`src/rtl/pwm_multi_gen_if.sv`:
```
// pwm_multi_gen_if: control inputs and PWM outputs of the multi-channel PWM generator
interface pwm_multi_gen_if #(
  parameter int WIDTH    = 8,
  parameter int CHANNELS = 4,
  parameter int PRESC_W  = 16
);
  localparam int CH_W = CHANNELS > 1 ? $clog2(CHANNELS) : 1;
  logic                ena;
  logic [PRESC_W-1:0]  presc_i;
  logic [WIDTH-1:0]    period_i;
  logic                mode_i;
  logic [CHANNELS-1:0] pol_i;
  logic                duty_wr_i;
  logic [CH_W-1:0]     duty_ch_i;
  logic [WIDTH-1:0]    duty_i;
  logic [CHANNELS-1:0] pwm_o;
  logic                cycle_o;
  modport master (output ena, presc_i, period_i, mode_i, pol_i, duty_wr_i, duty_ch_i, duty_i,
                  input pwm_o, cycle_o);
  modport slave (input ena, presc_i, period_i, mode_i, pol_i, duty_wr_i, duty_ch_i, duty_i,
                 output pwm_o, cycle_o);
endinterface

```
`src/rtl/pwm_multi_gen.sv`:
```
// pwm_multi_gen: shared prescaler/timebase with per-channel double-buffered duty comparators
module pwm_multi_gen #(
  parameter int WIDTH    = 8,
  parameter int CHANNELS = 4,
  parameter int PRESC_W  = 16
) (
  input logic             clk,
  input logic             rst_n,
  pwm_multi_gen_if.slave  bus
);
  logic [PRESC_W-1:0]  presc_q, presc_d;
  logic [WIDTH-1:0]    cnt_q, cnt_d, cnt_nxt;
  logic [WIDTH-1:0]    per_s_q, per_s_d, per_a_q, per_a_d;
  logic                down_q, down_d, mode_s_q, mode_s_d, mode_a_q, mode_a_d;
  logic [WIDTH-1:0]    duty_s_q [CHANNELS];
  logic [WIDTH-1:0]    duty_s_d [CHANNELS];
  logic [WIDTH-1:0]    duty_a_q [CHANNELS];
  logic [WIDTH-1:0]    duty_a_d [CHANNELS];
  logic [CHANNELS-1:0] pwm_q, pwm_d;
  logic                cycle_q, cycle_d, tick, bnd;

  always_comb begin
    tick     = bus.ena && presc_q == bus.presc_i;
    presc_d  = !bus.ena ? presc_q : tick ? '0 : PRESC_W'(presc_q + 1);
    // centre mode climbs to P, then descends; reaching 0 again closes the period
    cnt_nxt  = !mode_a_q ? (cnt_q == per_a_q ? '0 : WIDTH'(cnt_q + 1))
             : (!down_q && cnt_q < per_a_q) ? WIDTH'(cnt_q + 1)
             : cnt_q == '0 ? '0 : WIDTH'(cnt_q - 1);
    bnd      = tick && cnt_nxt == '0;
    cnt_d    = tick ? cnt_nxt : cnt_q;
    down_d   = bnd ? 1'b0
             : (tick && mode_a_q && cnt_q >= per_a_q && cnt_q != '0) ? 1'b1 : down_q;
    per_s_d  = bus.period_i;
    mode_s_d = bus.mode_i;
    per_a_d  = bnd ? per_s_q : per_a_q;
    mode_a_d = bnd ? mode_s_q : mode_a_q;
    cycle_d  = bnd;
    duty_s_d = duty_s_q;
    duty_a_d = duty_a_q;
    pwm_d    = pwm_q;
    for (int i = 0; i < CHANNELS; i++) begin
      duty_s_d[i] = (bus.duty_wr_i && 32'(bus.duty_ch_i) == i) ? bus.duty_i : duty_s_q[i];
      duty_a_d[i] = bnd ? duty_s_q[i] : duty_a_q[i];
      pwm_d[i]    = bus.ena ? (cnt_q < duty_a_q[i]) ^ bus.pol_i[i] : pwm_q[i];
    end
  end

  always_ff @(posedge clk) begin
    if (!rst_n) begin
      presc_q  <= '0;
      cnt_q    <= '0;
      down_q   <= 1'b0;
      per_s_q  <= '1;
      per_a_q  <= '1;
      mode_s_q <= 1'b0;
      mode_a_q <= 1'b0;
      duty_s_q <= '{default: '0};
      duty_a_q <= '{default: '0};
      pwm_q    <= '0;
      cycle_q  <= 1'b0;
    end else begin
      presc_q  <= presc_d;
      cnt_q    <= cnt_d;
      down_q   <= down_d;
      per_s_q  <= per_s_d;
      per_a_q  <= per_a_d;
      mode_s_q <= mode_s_d;
      mode_a_q <= mode_a_d;
      duty_s_q <= duty_s_d;
      duty_a_q <= duty_a_d;
      pwm_q    <= pwm_d;
      cycle_q  <= cycle_d;
    end
  end

  assign bus.pwm_o   = pwm_q;
  assign bus.cycle_o = cycle_q;
endmodule

```
`src/flat_wrapper.sv`:
```
// flat-port wrapper written by rule: the top's interface ports become plain ports
module pwm_multi_gen_flat 
#(
  parameter int WIDTH    = 8,
  parameter int CHANNELS = 4,
  parameter int PRESC_W  = 16
)
  (clk, rst_n, bus_ena, bus_presc_i, bus_period_i, bus_mode_i, bus_pol_i, bus_duty_wr_i, bus_duty_ch_i, bus_duty_i, bus_pwm_o, bus_cycle_o);
  pwm_multi_gen_if #(.WIDTH(WIDTH), .CHANNELS(CHANNELS), .PRESC_W(PRESC_W)) bus_i ();
  input logic clk;
  input logic rst_n;
  input wire logic [$bits(bus_i.ena)-1:0] bus_ena;
  input wire logic [$bits(bus_i.presc_i)-1:0] bus_presc_i;
  input wire logic [$bits(bus_i.period_i)-1:0] bus_period_i;
  input wire logic [$bits(bus_i.mode_i)-1:0] bus_mode_i;
  input wire logic [$bits(bus_i.pol_i)-1:0] bus_pol_i;
  input wire logic [$bits(bus_i.duty_wr_i)-1:0] bus_duty_wr_i;
  input wire logic [$bits(bus_i.duty_ch_i)-1:0] bus_duty_ch_i;
  input wire logic [$bits(bus_i.duty_i)-1:0] bus_duty_i;
  output wire logic [$bits(bus_i.pwm_o)-1:0] bus_pwm_o;
  output wire logic [$bits(bus_i.cycle_o)-1:0] bus_cycle_o;
  assign bus_i.ena = bus_ena;
  assign bus_i.presc_i = bus_presc_i;
  assign bus_i.period_i = bus_period_i;
  assign bus_i.mode_i = bus_mode_i;
  assign bus_i.pol_i = bus_pol_i;
  assign bus_i.duty_wr_i = bus_duty_wr_i;
  assign bus_i.duty_ch_i = bus_duty_ch_i;
  assign bus_i.duty_i = bus_duty_i;
  assign bus_pwm_o = bus_i.pwm_o;
  assign bus_cycle_o = bus_i.cycle_o;
  pwm_multi_gen #(.WIDTH(WIDTH), .CHANNELS(CHANNELS), .PRESC_W(PRESC_W)) u_core (.clk(clk), .rst_n(rst_n), .bus(bus_i));
endmodule
```
`config.mk`:
```
export PLATFORM = sky130hd
export DESIGN_NAME = pwm_multi_gen_flat
export DESIGN_NICKNAME = d
export VERILOG_FILES = /design/src/rtl/pwm_multi_gen_if.sv /design/src/rtl/pwm_multi_gen.sv /design/src/flat_wrapper.sv
export SDC_FILE = /design/constraint.sdc
export NUM_CORES = 1
export LEC_CHECK = 0
export CAP_MARGIN = 0
export CORE_MARGIN = 5
export CORE_UTILIZATION = 52
export CTS_CLUSTER_DIAMETER = 60
export DETAILED_ROUTE_END_ITERATION = 10
export GPL_ROUTABILITY_DRIVEN = 1
export PLACE_DENSITY = 0.73
export SLEW_MARGIN = 25
export SYNTH_ARGS = -nofsm -noshare
export SYNTH_HDL_FRONTEND = slang
export SYNTH_SLANG_ARGS = --single-unit
```
`constraint.sdc`:
```
create_clock -name clk -period 3 [get_ports clk]
set_input_delay 0.45 -clock clk [delete_from_list [all_inputs] [get_ports clk]]
set_output_delay 0.45 -clock clk [all_outputs]
set_load 0.05 [all_outputs]
```
==> flow_summary.yaml <==
critical_path:
  cp_cell_sequence: "inv_1 -> ha_1 -> o21ai_0 -> o21a_1 -> nor2_1 -> nor4_1 -> buf_4 -> nor4_1 -> nand4_2 -> buf_12 -> o21ai_0 -> a21oi_1"
  highest_cell_delay_on_the_worst_timing_path_ns: 0.34
  timing.critical_path.max_delay_family: "simple AND/OR/NAND/NOR gates"
  arrival_ns: 2.96
  critical_path_buffer_and_inverter_count: 3
  worst_setup_path_end_kind: "register"
  crit_fanout: 34
  timing.setup.critical_path_class: "register to register"
  worstPathRequired_ns: 3.21
  master_of_the_slowest_instance_on_the_critical_path: "nor2_1"
  crit_path_start_kind: "register"
die:
  fp.dieW_um: 116
  boundaryPins: 48
  number_of_rows_created_at_floorplan: 38
  chipHeight_um: 116
  die_area_sq_mm: 0.0135
  fp.coreArea_sq_mm: 0.0109
  initial_utilization: 0.536
detailed_routing:
  drt-pass1-iter-count: 4
  avgRoutedWirePerCell_um: 17.0
  1st_iter_drt_viols: 347
  antenna_violating_nets_post_route: 0
  drt-total-wl_mm: 14.6
  num_vias: 5106
  detail_route.drc_violations: 0
  routed_via_density: 5.92
synthesis:
  synthDominantCellAreaShare: 0.382
  area_fraction_in_compound_gates_after_synthesis: 0.164
  syn_area_sq_mm: 0.00586
  post-synth-top-count-cell: "dfxtp_1"
  yosysWarnings: 0
  synth_xor_xnor_area_share: 0.0582
  synth_commonest_cells: "dfxtp_1, nor2_1, a21oi_1"
  synth.largest_area_cell: "dfxtp_1"
  number_of_flops_mapped_to_enable_cells_by_yosys: 0
  async_reset_ff_frac: 0
  synth-seq-cells: 112
  syn-mean-instance-area_sq_um: 8.73
  post_synth_num_cell_types: 56
  synth_nets: 755
  synth_ff_type: "dfxtp_1"
  netlist_instances: 672
  synthesized_area_fraction_occupied_by_adder_cells: 0.0853
  largest_family_of_logic_cells_by_synthesized_area: "simple AND/OR/NAND/NOR gates"
  top_post_synthesis_cells_by_area: "dfxtp_1, ha_1, mux2i_1"
  synth_mux_area_frac: 0.0597
  area_share_of_and_or_nand_nor_cells_after_synthesis: 0.190
  synth.yosys.seq_area_share: 0.382
timing:
  finClkSkew_ns: 0.00940
  final_setup_fails: 0
  report.final.slew_viol_count: 0
  timing.final.hold_violations: 0
  fmax_mhz: 363
  timing.final.crit_share: 0.917
  finalWorstPathRequiredPeriod_ns: 2.75
  tns_ns: 0
  tightestPinTransition_ns: 0.635
  rsz_0062_raised_after_global_routing: "no"
  max_slew_margin: 0.571
finish:
  area_delta_synth_final_pct: 18.4
  finalInstanceArea_sq_mm: 0.00695
  final_layout_size_suffix_gt1_frac: 0.0900
  num-nets-final: 801
  antennaDiodeCount: 0
global_route:
  grt_busiest_layer: "met2"
  grt_pass1_wl_mm: 24.1
  grt_start_max_net_pins: 43
  gr-usage-met3: 0.0477
  grt_util_all_layers: 0.224
  grt.met2_usage: 0.373
  groute.layer.met1.usage: 0.282
  grt.overflow.total: 0
  grt_pass1_vias: 5067
  grt_antenna_before_repair: 0
clock_network:
  cts_inserted_buffers: 9
  clk_transition_reported_paths_ns: 0.07
  worstSkewPairLatency_ns: 0.36
  cts_resized: 0
  number_of_buffers_inserted_by_hold_repair_at_cts: 0
  clock-sinks: 112
  root_buffer: "clkbuf_16"
  tritoncts: "done"
  cts.htree.levels: 3
  max-clock-path-buffers: 2
  post_cts_buffers: 0
placement:
  detailed_place.area_sq_mm: 0.00660
  place.gp.congestion: 0.934
  hpwlAfterDp_mm: 10.6
  input_output_buffers: 47
power:
  power.density_mw_per_mm2: 445
  peak_supply_drop_mv: 0.482
  total_leakage_power_uw: 0.00280
flow_run:
  drv.max_cap_violation_count: 0
worst_hold_path:
  hold_class: "register to register"
status:
  status: "finished clean"
==> cell type report <==
class	instances	area, sq um
Inverter	41	154
Clock buffer	12	246
Fill cell	939	3990
Timing Repair Buffer	75	756
Multi-Input combinational cell	479	3280
Sequential cell	112	2240
Clock inverter	3	90.1
Tap cell	140	175
==> registers in the layout, indices dropped and copies added (netlist names), 4 cells and up <==
signal	count
u_core.per_a_q	8
u_core.presc_q	16
u_core.duty_s_q	32
u_core.per_s_q	8
u_core.cnt_q	8
u_core.duty_a_q	32
u_core.bus.pwm_o	4
==> stage by stage <==
stage | utilization | total power (uW) | std cells | hold slack (ns) | setup WS, ns
after floorplan | - | 1650 | 672 | 0.436 | 0.290
after global placement | 0.604 | 1750 | 847 | 0.456 | 0.0135
after detailed placement | 0.604 | 1750 | 847 | 0.464 | -0.0818
after CTS | 0.634 | 3110 | 862 | 0.478 | 0.149
after global routing | 0.635 | 3180 | 862 | 0.496 | 0.00176
final | 0.635 | 3090 | 862 | 0.481 | 0.248
==> tightest hold or removal path, stage by stage (launching register included) <==
cell and delay [ns]:
dfxtp_1 0.31, nand4_1 0.06, a21oi_1 0.06
==> worst paths after layout <==
kind | slack (ns) | end | cells after the start | from
setup / recovery | 0.25 | u_core.duty_a_q[6]$_SDFFE_PN0P_ | 12 | u_core.per_a_q[6]$_SDFFE_PN1P_
hold reg to reg | 0.48 | u_core.duty_a_q[19]$_SDFFE_PN0P_ | 2 | u_core.duty_s_q[19]$_SDFFE_PN0P_
hold / removal | 0.48 | u_core.duty_a_q[19]$_SDFFE_PN0P_ | 2 | u_core.duty_s_q[19]$_SDFFE_PN0P_
setup reg to reg | 0.25 | u_core.duty_a_q[6]$_SDFFE_PN0P_ | 12 | u_core.per_a_q[6]$_SDFFE_PN1P_
==> placed cells by master (no fill, tap or decap), types with 8 or more instances in the layout <==
cell / Yosys / layout
inv_1: 40 / 40
xnor2_1: 17 / 17
xor2_1: 22 / 22
ha_1: 40 / 40
o211ai_2: 8 / 8
clkdlybuf4s50_1: 0 / 47
nor2_1: 79 / 79
mux2i_1: 35 / 34
dfxtp_1: 112 / 112
nand3_1: 9 / 9
o21ai_1: 29 / 29
clkbuf_16: 0 / 9
nor3_1: 8 / 8
o21ai_0: 24 / 24
nand4_1: 46 / 46
buf_4: 2 / 22
nand2_1: 21 / 21
nand2b_1: 13 / 13
a21oi_1: 52 / 51
==> per-layer routing <==
metal  share of wire  up-vias
li1                -     2476
met1            0.45     2467
met2            0.47      129
met3           0.052       34
met4           0.028        0
met5               0        -
==> power breakdown <==
part           switching, uW  internal, uW
logic                   91.4          96.1
registers               16.6          1510
clock network            537           836
total                    645          2440
==> kinds of logic (layout without fill, tap and decap cells) <==
family | after synthesis | in the layout
XOR/XNOR | 39 | 39
adder cells (fa/ha/maj) | 40 | 40
AND/OR/NAND/NOR | 214 | 214
flip-flops | 112 | 112
buffers and inverters | 81 | 131
AO/OA/AOI/OAI | 151 | 151
multiplexers | 35 | 35
Power figures use the tool's default switching activity.
